==> config.mk <==
export PLATFORM = sky130hd
export DESIGN_NAME = apb_mem_slave
export DESIGN_NICKNAME = d
export VERILOG_FILES = /design/src/rtl/apb_mem_pkg.sv /design/src/rtl/apb_mem_array.sv /design/src/rtl/apb_mem_slave.sv
export SDC_FILE = /design/constraint.sdc
export NUM_CORES = 1
export LEC_CHECK = 0
export BUFFER_PORTS_ARGS = -buffer_cell sky130_fd_sc_hd__buf_2
export CORE_AREA = 2 2 356 358
export CTS_BUF_LIST = sky130_fd_sc_hd__clkbuf_16
export CTS_CLUSTER_DIAMETER = 30
export DETAILED_ROUTE_END_ITERATION = 7
export DIE_AREA = 0 0 358 360
export HOLD_SLACK_MARGIN = 0.12
export PLACE_DENSITY = 0.53
export SLEW_MARGIN = 20
export SYNTH_ARGS = -nofsm -noshare
export SYNTH_HDL_FRONTEND = slang
export SYNTH_SLANG_ARGS = --single-unit
==> constraint.sdc <==
create_clock -name PCLK -period 10.04 [get_ports PCLK]
set_input_delay 1.004 -clock PCLK [delete_from_list [all_inputs] [get_ports PCLK]]
set_output_delay 1.004 -clock PCLK [all_outputs]
set_load 0.01 [all_outputs]
==> src/rtl/apb_mem_pkg.sv <==
// apb_mem_pkg: transfer states, error causes and wait-state limit shared by apb_mem_slave
package apb_mem_pkg;
  localparam int MAX_WAIT = 15;
  localparam int CNT_W = $clog2(MAX_WAIT + 1);
  typedef enum logic [1:0] {IDLE, WAIT, READY} state_t;
  typedef enum logic [2:0] {OK, MISALIGN, RANGE, UNWRITTEN, STRB} err_t;
endpackage

==> src/rtl/apb_mem_array.sv <==
// apb_mem_array: word storage with byte-lane writes and per-word written flags
module apb_mem_array #(
  parameter int DATA_WIDTH = 32,
  parameter int DEPTH = 32
) (
  input  logic                       clk,
  input  logic                       clr,
  input  logic                       we,
  input  logic [$clog2(DEPTH)-1:0]   idx,
  input  logic [DATA_WIDTH-1:0]      wdata,
  input  logic [DATA_WIDTH/8-1:0]    strb,
  output logic [DATA_WIDTH-1:0]      rdata,
  output logic                       written
);
  logic [DATA_WIDTH-1:0] mem [DEPTH];
  logic [DEPTH-1:0] valid;
  // storage keeps its contents across reset; only enabled lanes are updated
  always_ff @(posedge clk)
    if (we)
      for (int i = 0; i < DATA_WIDTH/8; i++)
        if (strb[i]) mem[idx][i*8 +: 8] <= wdata[i*8 +: 8];
  // a word becomes readable once any of its lanes has been written
  always_ff @(posedge clk)
    if (clr) valid <= '0;
    else if (we && |strb) valid[idx] <= 1'b1;
  assign rdata = mem[idx];
  assign written = valid[idx];
endmodule

==> src/rtl/apb_mem_slave.sv <==
// apb_mem_slave: APB slave fronting a word memory; define APB_MEM_PSTRB_EN for APB4 byte strobes
module apb_mem_slave
  import apb_mem_pkg::*;
#(
  parameter int DATA_WIDTH = 32,
  parameter int ADDR_WIDTH = 32,
  parameter int DEPTH = 32,
  parameter int WAIT_STATES = 0
) (
  input  logic                    PCLK,
  input  logic                    PRESET,
  input  logic                    PSEL,
  input  logic                    PENABLE,
  input  logic                    PWRITE,
  input  logic [ADDR_WIDTH-1:0]   PADDR,
  input  logic [DATA_WIDTH-1:0]   PWDATA,
`ifdef APB_MEM_PSTRB_EN
  input  logic [DATA_WIDTH/8-1:0] PSTRB,
`endif
  output logic [DATA_WIDTH-1:0]   PRDATA,
  output logic                    PREADY,
  output logic                    PSLVERR
);
  localparam int NB = DATA_WIDTH / 8;
  localparam int LSB = $clog2(NB);
  localparam int IW = $clog2(DEPTH);
  localparam logic [ADDR_WIDTH-1:0] AMASK = ADDR_WIDTH'((1 << LSB) - 1);
  state_t st, st_nx;
  err_t err;
  logic [CNT_W-1:0] cnt, cnt_nx;
  logic [ADDR_WIDTH-1:0] a_addr, s_addr;
  logic [DATA_WIDTH-1:0] a_wdata, mem_rdata, resp;
  logic [NB-1:0] a_strb, s_strb, strb_in;
  logic a_write, s_write, setup, access, ld, we, written, strb_err;
  assign setup = PSEL && !PENABLE;
  assign access = PSEL && PENABLE;
`ifdef APB_MEM_PSTRB_EN
  assign strb_in = PSTRB;
  assign strb_err = !s_write && |s_strb;
`else
  assign strb_in = '1;
  assign strb_err = 1'b0;
`endif
  // checks see live bus values on a setup edge and the snapshot afterwards
  assign s_addr = setup ? PADDR : a_addr;
  assign s_write = setup ? PWRITE : a_write;
  assign s_strb = setup ? strb_in : a_strb;
  // next state and wait counter; any setup sample starts a fresh transfer
  always_comb begin
    st_nx = st;
    cnt_nx = cnt;
    if (setup) begin
      st_nx = (WAIT_STATES == 0) ? READY : WAIT;
      cnt_nx = CNT_W'(WAIT_STATES);
    end else if (st == WAIT && access) begin
      st_nx = (cnt == CNT_W'(1)) ? READY : WAIT;
      cnt_nx = cnt - CNT_W'(1);
    end else if (st != IDLE) begin
      st_nx = IDLE;
    end
  end
  // error cause and response data for the transfer being presented
  always_comb begin
    err = ((s_addr & AMASK) != '0) ? MISALIGN :
          ((s_addr >> (IW + LSB)) != '0) ? RANGE :
          strb_err ? STRB :
          (!s_write && !written) ? UNWRITTEN : OK;
    resp = (err == OK) ? mem_rdata : (err == UNWRITTEN) ? {DATA_WIDTH{1'b1}} : {DATA_WIDTH{1'b0}};
  end
  assign ld = (st_nx == READY) && (setup || st == WAIT);
  assign we = PRESET && st == READY && access && a_write && err == OK;
  // transfer state and registered response; response loads only as PREADY rises
  always_ff @(posedge PCLK)
    if (!PRESET) begin
      st <= IDLE;
      cnt <= '0;
      PREADY <= 1'b0;
      PSLVERR <= 1'b0;
      PRDATA <= '0;
    end else begin
      st <= st_nx;
      cnt <= cnt_nx;
      PREADY <= st_nx == READY;
      PSLVERR <= ld ? err != OK : PSLVERR && st_nx == READY;
      if (ld) PRDATA <= resp;
    end
  // setup-phase snapshot of the request
  always_ff @(posedge PCLK)
    if (setup) begin
      a_addr <= PADDR;
      a_write <= PWRITE;
      a_wdata <= PWDATA;
      a_strb <= strb_in;
    end
  apb_mem_array #(.DATA_WIDTH(DATA_WIDTH), .DEPTH(DEPTH)) u_array (
    .clk(PCLK),
    .clr(!PRESET),
    .we(we),
    .idx(IW'(s_addr >> LSB)),
    .wdata(a_wdata),
    .strb(a_strb),
    .rdata(mem_rdata),
    .written(written)
  );
endmodule

==> results.cfg, run 1 <==
[synth]
yosysWarnings = 0
synthMuxAreaShare_pct = 12.9
synth_nets = 2261
yosys.area_share.simple_pct = 3.42
synth_seq_cells = 1161
ys.flop_type = edfxtp_1
synth_edf_count = 1056
synth_top_family_by_area = multiplexers
synth_cell_types = 50
synth_top_area_cell = edfxtp_1
synthAdderAreaFrac_pct = 0.0575
avgSynthCellArea_um2 = 19.9
synthesis.area_mm2 = 0.0435
syn_inst = 2190
synth_area_leaders = edfxtp_1 73%, mux4_2 12%, dfxtp_1 4.8%
ys_async_sr_fraction_pct = 0
synthXorXnorAreaFrac_pct = 0.0403
yosysSeqAreaShare_pct = 77.7
synth_compound_area_share_pct = 4.59
synth_top_area_share_pct = 72.9

[grt]
antenna_found_initial = 10
track_usage_pct = 19.7
grt_pass1_wl_um = 178000
gr-total-overflow = 0
grt_max_degree = 89
grt_pass1_vias = 23800

[sta]
tightest_slew_ns = 1.12
fmaxAchievable_mhz = 164
layout_min_cycle_time_ns = 6.09
setup-tns-final_ns = 0
drv_slew = 0
worst_slack_ns = 3.95
finalHoldViolations = 0
relSlewSlack_pct = 25.1
skew_ns = 0.0487
rsz0062_at_grt = no
setup_viol = 0
fin_crit_sh_pct = 60.6

[cts]
cts_hold_buf = 0
cts_resized = 0
insertion_delay_ns = 0.84
root_buffer = clkbuf_16
cts_buffers = 234
cts_tree = yes
clkTransAtPathRegs_ns = 0.05
clkSinkCount = 1161
cts_buffer_depth = 3
post_cts_buffers = 0
cts.htree.levels = 4

[power]
power_frac_comb_pct = 7.2
leakagePower_uw = 0.0186
powerDensity_mw_per_mm2 = 259
p_seq_share_pct = 37.3
netSwitchingPower_uw = 3360
p_clk_share_pct = 55.5
peakVddDrop_uv = 177
p_total_uw = 14300
switching_share_pct = 23.5
p_int_uw = 11000

[place]
place_ws_ns = 3.03
gp_congestion = 0.804
port_buffers = 102
hpwl_um = 75700

[route]
via_per_inst = 5.43
drtIter0Drc = 3203
drt_first_pass_iters = 5
routed_wirelength_um = 127000
detail-route-antenna-nets = 0
post-route-drc-count = 0
wire_per_inst_um = 29.1
num_vias = 23700

[setup_path]
path_cells = buf_2 > nand2b_1 > buf_4 > inv_6 > mux2i_4 > buf_4 > inv_8 > buf_4 > buf_4 > mux4_2 > a22o_1 > a211oi_1 > nand3_1 > o21ai_0 > nand2_1
cp_common_cell = buf_4
critical_path_required_ns = 10.71
cp_top_family = buffers and inverters
cp_max_fo = 76
cp_num_buf_inv = 7
critPathLaunchType = input port
critPathKind = in -> reg
cp-end-kind = flop
critPathSlowestCell = buf_4
cp.arrival_ns = 6.76
critPathMaxStageDelay_ns = 0.71

[final_layout]
fin_util_pct = 44.3
syn_to_final_growth_pct = 27.2
final_nets = 2580
drive_gt1_share_pct = 32.5
final_common_cell = edfxtp_1
layout_common_cells = 1056 x edfxtp_1, 234 x clkbuf_16, 230 x mux4_2

[floorplan]
dieArea_mm2 = 0.129
core_mm2 = 0.125
die_x_um = 358
num_rows = 130
pin_count = 103
start_util_pct = 34.8
die_h_um = 360

[min_path]
hp-class = in -> reg

[run]
drv_cap = 0

[run_status]
status = completed
-- registers in the layout, summed over array words and instances, names as in the netlist --
register / cells
a_write: 1
u_array.mem: 1024
st: 2
a_addr: 32
a_wdata: 32
cnt: 4
u_array.valid: 32
PRDATA: 32
PREADY: 1
PSLVERR: 1
-- worst paths after layout --
| check | from | endpoint | slack, ns | cells past startpoint |
|---|---|---|---|---|
| max | PENABLE | PRDATA[9] | 3.95 | 15 |
| min | PWDATA[22] | a_wdata[22] | 0.34 | 1 |
| max reg2reg | a_addr[3] | PRDATA[9] | 5.09 | 11 |
| min reg2reg | PRDATA[30] | PRDATA[30] | 0.44 | 2 |
-- metal layers --
metal	part of all wire, %	track usage (%)
met1	41	27.0
met3	11	6.76
met5	0.0079	0
met4	2.4	6.43
met2	46	29.4
-- synthesized netlist by cell type (18+ instances only) --
master / n
nor2_1: 74
a221oi_1: 33
a22o_1: 34
dfxtp_1: 105
buf_2: 39
o21a_1: 36
mux2i_1: 37
clkbuf_1: 55
mux4_2: 230
a21oi_1: 37
a211oi_1: 34
edfxtp_1: 1056
nand2_1: 203
buf_1: 18
o21ai_0: 24
a22oi_1: 65
nand3_1: 32
-- through the flow --
| stage | cells | hold slack (ns) | area (um2) |
|---|---|---|---|
| 2_1_floorplan | 2190 | 0.422 | 43500 |
| 3_3_place_gp | 3893 | 0.430 | 46400 |
| 3_5_place_dp | 3916 | 0.438 | 46900 |
| 4_1_cts | 4361 | 0.281 | 55200 |
| 5_1_grt | 4368 | 0.306 | 55300 |
| 6_report | 4371 | 0.339 | 55300 |
-- power groups by stage --
stage	registers, uW	clock network (uW)	logic (uW)
after detailed placement	5430	0	1030
after global placement	5430	0	1020
after global routing	5340	8290	1090
final	5340	7940	1030
after CTS	5340	8040	1040
after floorplan	5460	0	576
-- cell families (layout without fill, tap and decap cells) --
group	after synthesis	after routing
other cells	0	3
buf+inv	128	656
flops	1161	1161
mux	270	270
simple gates	348	348
xor+xnor	2	2
fa+ha+maj	2	2
compound gates	279	279
-- layout make-up --
type	instances	area [um2]
well taps	1650	2060
flip-flops and latches	1161	33800
multi-input cells	901	9440
clock inverters	211	2430
clock buffers	234	5860
fillers	10600	69600
repair buffers	203	1680
diodes	3	7.51
inverters	8	42.5
-- worst reg2reg max path, stage by stage (launching register included) --
cell and delay, ns:
dfxtp_1 0.34, mux2i_4 0.07, buf_4 0.39, inv_8 0.51, buf_4 0.87, buf_4 0.81, mux4_2 0.45, a22o_1 0.25
a211oi_1 0.63, nand3_1 0.17, o21ai_0 0.24, nand2_1 0.07
Note: power is estimated with default switching activity, not from simulation.
==> run 2, diff against run 1 <==
--- a/config.mk
+++ b/config.mk
@@ -12,7 +12,7 @@
 export DETAILED_ROUTE_END_ITERATION = 7
 export DIE_AREA = 0 0 358 360
 export HOLD_SLACK_MARGIN = 0.12
-export PLACE_DENSITY = 0.53
+export PLACE_DENSITY = 0.55
 export SLEW_MARGIN = 20
 export SYNTH_ARGS = -nofsm -noshare
 export SYNTH_HDL_FRONTEND = slang
==> constraint.sdc (replaced) <==
create_clock -name PCLK -period 5.2 [get_ports PCLK]
set_input_delay 0.52 -clock PCLK [delete_from_list [all_inputs] [get_ports PCLK]]
set_output_delay 0.52 -clock PCLK [all_outputs]
set_load 0.01 [all_outputs]
==> results.cfg, run 2 (same netlist as run 1, synthesis figures left out) <==
[grt]
grt_max_degree = 92
track_usage_pct = 19.0
antenna_found_initial = 3
grt_pass1_vias = 24600
grt_pass1_wl_um = 175000
gr-total-overflow = 0

[cts]
cts.htree.levels = 4
clkSinkCount = 1161
cts_buffers = 230
cts_buffer_depth = 3
post_cts_buffers = 0
cts_resized = 0
root_buffer = clkbuf_16
cts_tree = yes
insertion_delay_ns = 0.84
clkTransAtPathRegs_ns = 0.05

[power]
p_seq_share_pct = 38.2
p_clk_share_pct = 55.2
power_frac_comb_pct = 6.6
netSwitchingPower_uw = 6470
p_int_uw = 20800
powerDensity_mw_per_mm2 = 486
p_total_uw = 27200
leakagePower_uw = 0.0189
peakVddDrop_uv = 325
switching_share_pct = 23.8

[sta]
finalHoldViolations = 0
setup_viol = 0
holdWs_ns = 0.245
worst_slack_ns = 0.992
setup-tns-final_ns = 0
fmaxAchievable_mhz = 238
layout_min_cycle_time_ns = 4.21
skew_ns = 0.0623
relSlewSlack_pct = 30.1
fin_crit_sh_pct = 80.9
tightest_slew_ns = 1.05
rsz0062_at_grt = no
drv_slew = 0

[setup_path]
cp.arrival_ns = 4.69
critPathMaxStageDelay_ns = 0.64
path_cells = dlygate4sd3_1 > buf_2 > or4_1 > nor4_2 > a22oi_1 > or4_4 > or4b_4 > nor2_1 > nand2_1 > nor2_4 > buf_12
critical_path_required_ns = 5.69
cp-end-kind = flop
critPathSlowestCell = nor2_4
cp_top_family = simple AND/OR/NAND/NOR gates
critPathLaunchType = input port
critPathKind = in -> reg
cp_num_buf_inv = 3
cp_max_fo = 11

[final_layout]
largest_reg_flops = 1024
fin_util_pct = 44.8
layout_common_cells = 1056 x edfxtp_1, 230 x mux4_2, 230 x clkbuf_16
final_common_cell = edfxtp_1
final_nets = 2663
syn_to_final_growth_pct = 28.6
drive_gt1_share_pct = 32.8
n_antenna_cell = 0
regMostFlops = u_array.mem

[floorplan]
core_mm2 = 0.125
die_x_um = 358
dieArea_mm2 = 0.129
start_util_pct = 34.8
die_h_um = 360
pin_count = 103
num_rows = 130

[route]
routed_wirelength_um = 123000
detail-route-antenna-nets = 0
drt_first_pass_iters = 5
via_per_inst = 5.38
wire_per_inst_um = 27.7
num_vias = 23900
post-route-drc-count = 0
drtIter0Drc = 2632

[place]
place_ws_ns = 0.647
gp_congestion = 0.783
hpwl_um = 69700
port_buffers = 102

[run]
drv_cap = 0

[min_path]
hp-class = in -> reg

[run_status]
status = completed
## run 2: layer usage
layer / global-route usage [%] / up-vias / part of all wire [%]
met5: 0 / - / 0
met4: 5.19 / 0 / 1.8
met3: 4.88 / 162 / 7.9
met2: 30.0 / 1039 / 48
met1: 26.1 / 12800 / 42
li1: - / 9920 / -
## run 2: power groups by stage
stage	Combinational (uW)	Clock [uW]	Sequential, uW
after CTS	1750	15200	10500
after floorplan	1110	0	10500
final	1810	15000	10400
after global routing	1910	15700	10400
after detailed placement	1700	0	10600
after global placement	1690	0	10600
## run 2: stage by stage
step           std cells  cell area [um2]
6_report            4449            56000
5_1_grt             4449            56000
4_1_cts             4434            55700
3_5_place_dp        3933            46900
3_3_place_gp        3932            46900
2_1_floorplan       2190            43500
## run 2: path summary, 6_finish.rpt
check	endpoint	start	cells past startpoint	slack [ns]
setup / recovery	u_array.mem[25][13]	PADDR[23]	11	0.99
hold / removal	cnt[0]	PENABLE	4	0.25
setup reg to reg	u_array.mem[25][13]	a_addr[19]	9	1.05
hold reg to reg	PRDATA[4]	PRDATA[4]	2	0.44
## run 2: what timing repair did
action                                  4_1_cts  5_1_grt
hold buffers                                 62        0
endpoints found under the setup margin        0        0
hold endpoints to repair                     62        0
## run 2: worst reg2reg max path, delay by kind of cell (launching register included)
kind,cells,cell delay [ns]
and+or+nand+nor,7,3.13
DFF,1,0.32
AOI/OAI and AO/OA,1,0.13
buffers and inverters,1,0.24
## run 2: layout make-up
class | instances | area, um2
Clock buffer | 230 | 5760
Clock inverter | 209 | 2430
Fill cell | 10600 | 68900
Inverter | 8 | 40.0
Multi-Input combinational cell | 901 | 9440
Sequential cell | 1161 | 33800
Tap cell | 1650 | 2060
Timing Repair Buffer | 290 | 2430
==> run 3, diff against run 2 <==
--- a/config.mk
+++ b/config.mk
@@ -5,14 +5,15 @@
 export SDC_FILE = /design/constraint.sdc
 export NUM_CORES = 1
 export LEC_CHECK = 0
+export ABC_AREA = 1
 export BUFFER_PORTS_ARGS = -buffer_cell sky130_fd_sc_hd__buf_2
-export CORE_AREA = 2 2 356 358
+export CORE_AREA = 2 2 361 363
 export CTS_BUF_LIST = sky130_fd_sc_hd__clkbuf_16
 export CTS_CLUSTER_DIAMETER = 30
 export DETAILED_ROUTE_END_ITERATION = 7
-export DIE_AREA = 0 0 358 360
+export DIE_AREA = 0 0 363 365
 export HOLD_SLACK_MARGIN = 0.12
-export PLACE_DENSITY = 0.55
+export PLACE_DENSITY = 0.53
 export SLEW_MARGIN = 20
 export SYNTH_ARGS = -nofsm -noshare
 export SYNTH_HDL_FRONTEND = slang
==> constraint.sdc (replaced) <==
create_clock -name PCLK -period 4 [get_ports PCLK]
set_input_delay 0.4 -clock PCLK [delete_from_list [all_inputs] [get_ports PCLK]]
set_output_delay 0.4 -clock PCLK [all_outputs]
set_load 0.01 [all_outputs]
==> results.cfg, run 3 <==
[synth]
yosysSeqAreaShare_pct = 75.6
synth_most_common_cell = nand2_1
synth_compound_area_share_pct = 1.64
syn_inst = 3741
yosys.area_share.simple_pct = 20.7
synthesis.area_mm2 = 0.0447
synthMuxAreaShare_pct = 0
synth_nets = 3812
synthXorXnorAreaFrac_pct = 0.0196
synth_cell_types = 33
ys_async_sr_fraction_pct = 0
synthAdderAreaFrac_pct = 0.0560
synth_area_leaders = edfxtp_1 71%, nand2_1 15%, dfxtp_1 4.7%
synth_edf_count = 1056
synth_seq_cells = 1161
synth_top_area_share_pct = 70.9
synth_top_area_cell = edfxtp_1
avgSynthCellArea_um2 = 12.0
yosysWarnings = 0
ys.flop_type = edfxtp_1
synth_common_cells = 1742 x nand2_1, 1056 x edfxtp_1, 161 x nand4_1, 113 x nand3_1, 113 x nor2_1
synth_top_family_by_area = simple AND/OR/NAND/NOR gates

[cts]
insertion_delay_ns = 0.85
cts.htree.levels = 5
cts_buffer_depth = 4
clkSinkCount = 1161
cts_buffers = 274
cts_tree = yes
cts_hold_buf = 66
post_cts_buffers = 0
clkTransAtPathRegs_ns = 0.04
cts_resized = 0
root_buffer = clkbuf_16

[setup_path]
critPathLaunchType = input port
critPathMaxStageDelay_ns = 0.52
cp_common_cell = nand2_1
critPathSlowestCell = dlygate4sd3_1
cp_max_fo = 28
cp.arrival_ns = 4.02
path_cells = dlygate4sd3_1 > buf_2 > inv_2 > nand2_2 > clkinv_2 > nand2_1 > nand2_1 > nor3_4 > nand2_1 > nand2_1 > nor2_1 > nand3_2 > nand4_4 > nor2_4 > buf_4
critical_path_required_ns = 4.45
critPathKind = in -> reg
cp-end-kind = flop

[grt]
track_usage_pct = 20.6
grt_pass1_vias = 29900
grt_max_degree = 128
antenna_found_initial = 1
gr-total-overflow = 0
grt_pass1_wl_um = 200000

[sta]
rsz0062_at_grt = no
finalHoldViolations = 0
setup_viol = 0
fin_crit_sh_pct = 89.4
layout_min_cycle_time_ns = 3.57
setup-tns-final_ns = 0
worst_slack_ns = 0.426
skew_ns = 0.0593
relSlewSlack_pct = 31.3
fmaxAchievable_mhz = 280
holdWs_ns = 0.174
drv_slew = 0
tightest_slew_ns = 1.03

[route]
routed_wirelength_um = 137000
drt_first_pass_iters = 6
detail-route-antenna-nets = 0
post-route-drc-count = 0
drtIter0Drc = 2580
via_per_inst = 5.01
wire_per_inst_um = 22.7
num_vias = 30200

[place]
hpwl_um = 72700
place_ws_ns = 0.139
gp_congestion = 0.789
port_buffers = 102

[power]
leakagePower_uw = 0.0216
powerDensity_mw_per_mm2 = 641
p_seq_share_pct = 36.3
switching_share_pct = 22.8
p_total_uw = 37200
netSwitchingPower_uw = 8500
p_int_uw = 28700
p_clk_share_pct = 56.7
power_frac_comb_pct = 7.0
peakVddDrop_uv = 443

[floorplan]
pin_count = 103
core_mm2 = 0.129
num_rows = 132
die_h_um = 365
start_util_pct = 34.7
die_x_um = 363
dieArea_mm2 = 0.132

[min_path]
hp-class = in -> reg

[final_layout]
syn_to_final_growth_pct = 30.0
final_common_cell = nand2_1
drive_gt1_share_pct = 16.1
final_nets = 4226
n_fill_cell = 11500
largest_reg_flops = 1024
layout_common_cells = 1738 x nand2_1, 1056 x edfxtp_1, 277 x clkbuf_16
regMostFlops = u_array.mem
fin_util_pct = 45.2
n_antenna_cell = 0

[run_status]
status = completed

[run]
drv_cap = 0
## run 3: cell count changes after synthesis, sizes merged, moves of 32 or more
cell    before   now
a211oi      34     1
a221oi      33     0
a22o        34     0
a22oi       65     0
clkbuf      57   110
mux2i       39     0
mux4       230     0
nand2      203  1743
nand3       32   114
nand3b       0    32
nand4        1   166
nor2        78   146
o21a        36     0
o21ai       36    74
## run 3: worst paths after layout
| check | from | to | slack, ns | cells past startpoint |
|---|---|---|---|---|
| setup / recovery | PENABLE | u_array.mem[28][18] | 0.43 | 15 |
| hold / removal | PSEL | st[1] | 0.17 | 3 |
| setup reg to reg | a_addr[2] | u_array.mem[28][18] | 0.94 | 14 |
| hold reg to reg | a_addr[15] | a_addr[15] | 0.45 | 2 |
## run 3: worst max-delay path: cells and delay by family
family	cells	cell delay, ns
simple gates	10	2.01
buf+inv	5	1.55
## run 3: kinds of logic after synthesis
group	count (synthesis)
simple gates	2217
compound gates	144
fa+ha+maj	2
xor+xnor	1
flops	1161
buf+inv	216
## run 3: layer usage
layer / vias up / routed length (um) / track usage [%]
li1: 13800 / - / -
met1: 15100 / 61100 / 28.4
met2: 1046 / 63600 / 32.8
met3: 196 / 9580 / 4.37
met4: 0 / 2510 / 5.76
met5: - / 0 / 0
## run 3: through the flow
stage / cells / area, um2
CTS: 6004 / 57800
finish: 6022 / 58100
global placement: 5463 / 48300
global route: 6022 / 58100
floorplan: 3741 / 44700
detailed placement: 5470 / 48400
## run 3: cell type report
class	instances	area [um2]	area share [%]
sequential	1161	33800	58.2
tap	1675	2100	3.61
clock buffer	277	6930	11.9
clock inverter	191	1840	3.16
inverter	38	154	0.265
timing repair buffer	316	3010	5.19
multi-input combinational	2364	10300	17.7
## run 3: power by group through the flow
| stage | registers, uW | clock network [uW] | logic [uW] |
|---|---|---|---|
| 2_1_floorplan | 13700 | 0 | 1400 |
| 3_3_place_gp | 13800 | 0 | 2400 |
| 3_5_place_dp | 13800 | 0 | 2430 |
| 4_1_cts | 13600 | 21300 | 2500 |
| 5_1_grt | 13500 | 22000 | 2840 |
| 6_report | 13500 | 21100 | 2590 |
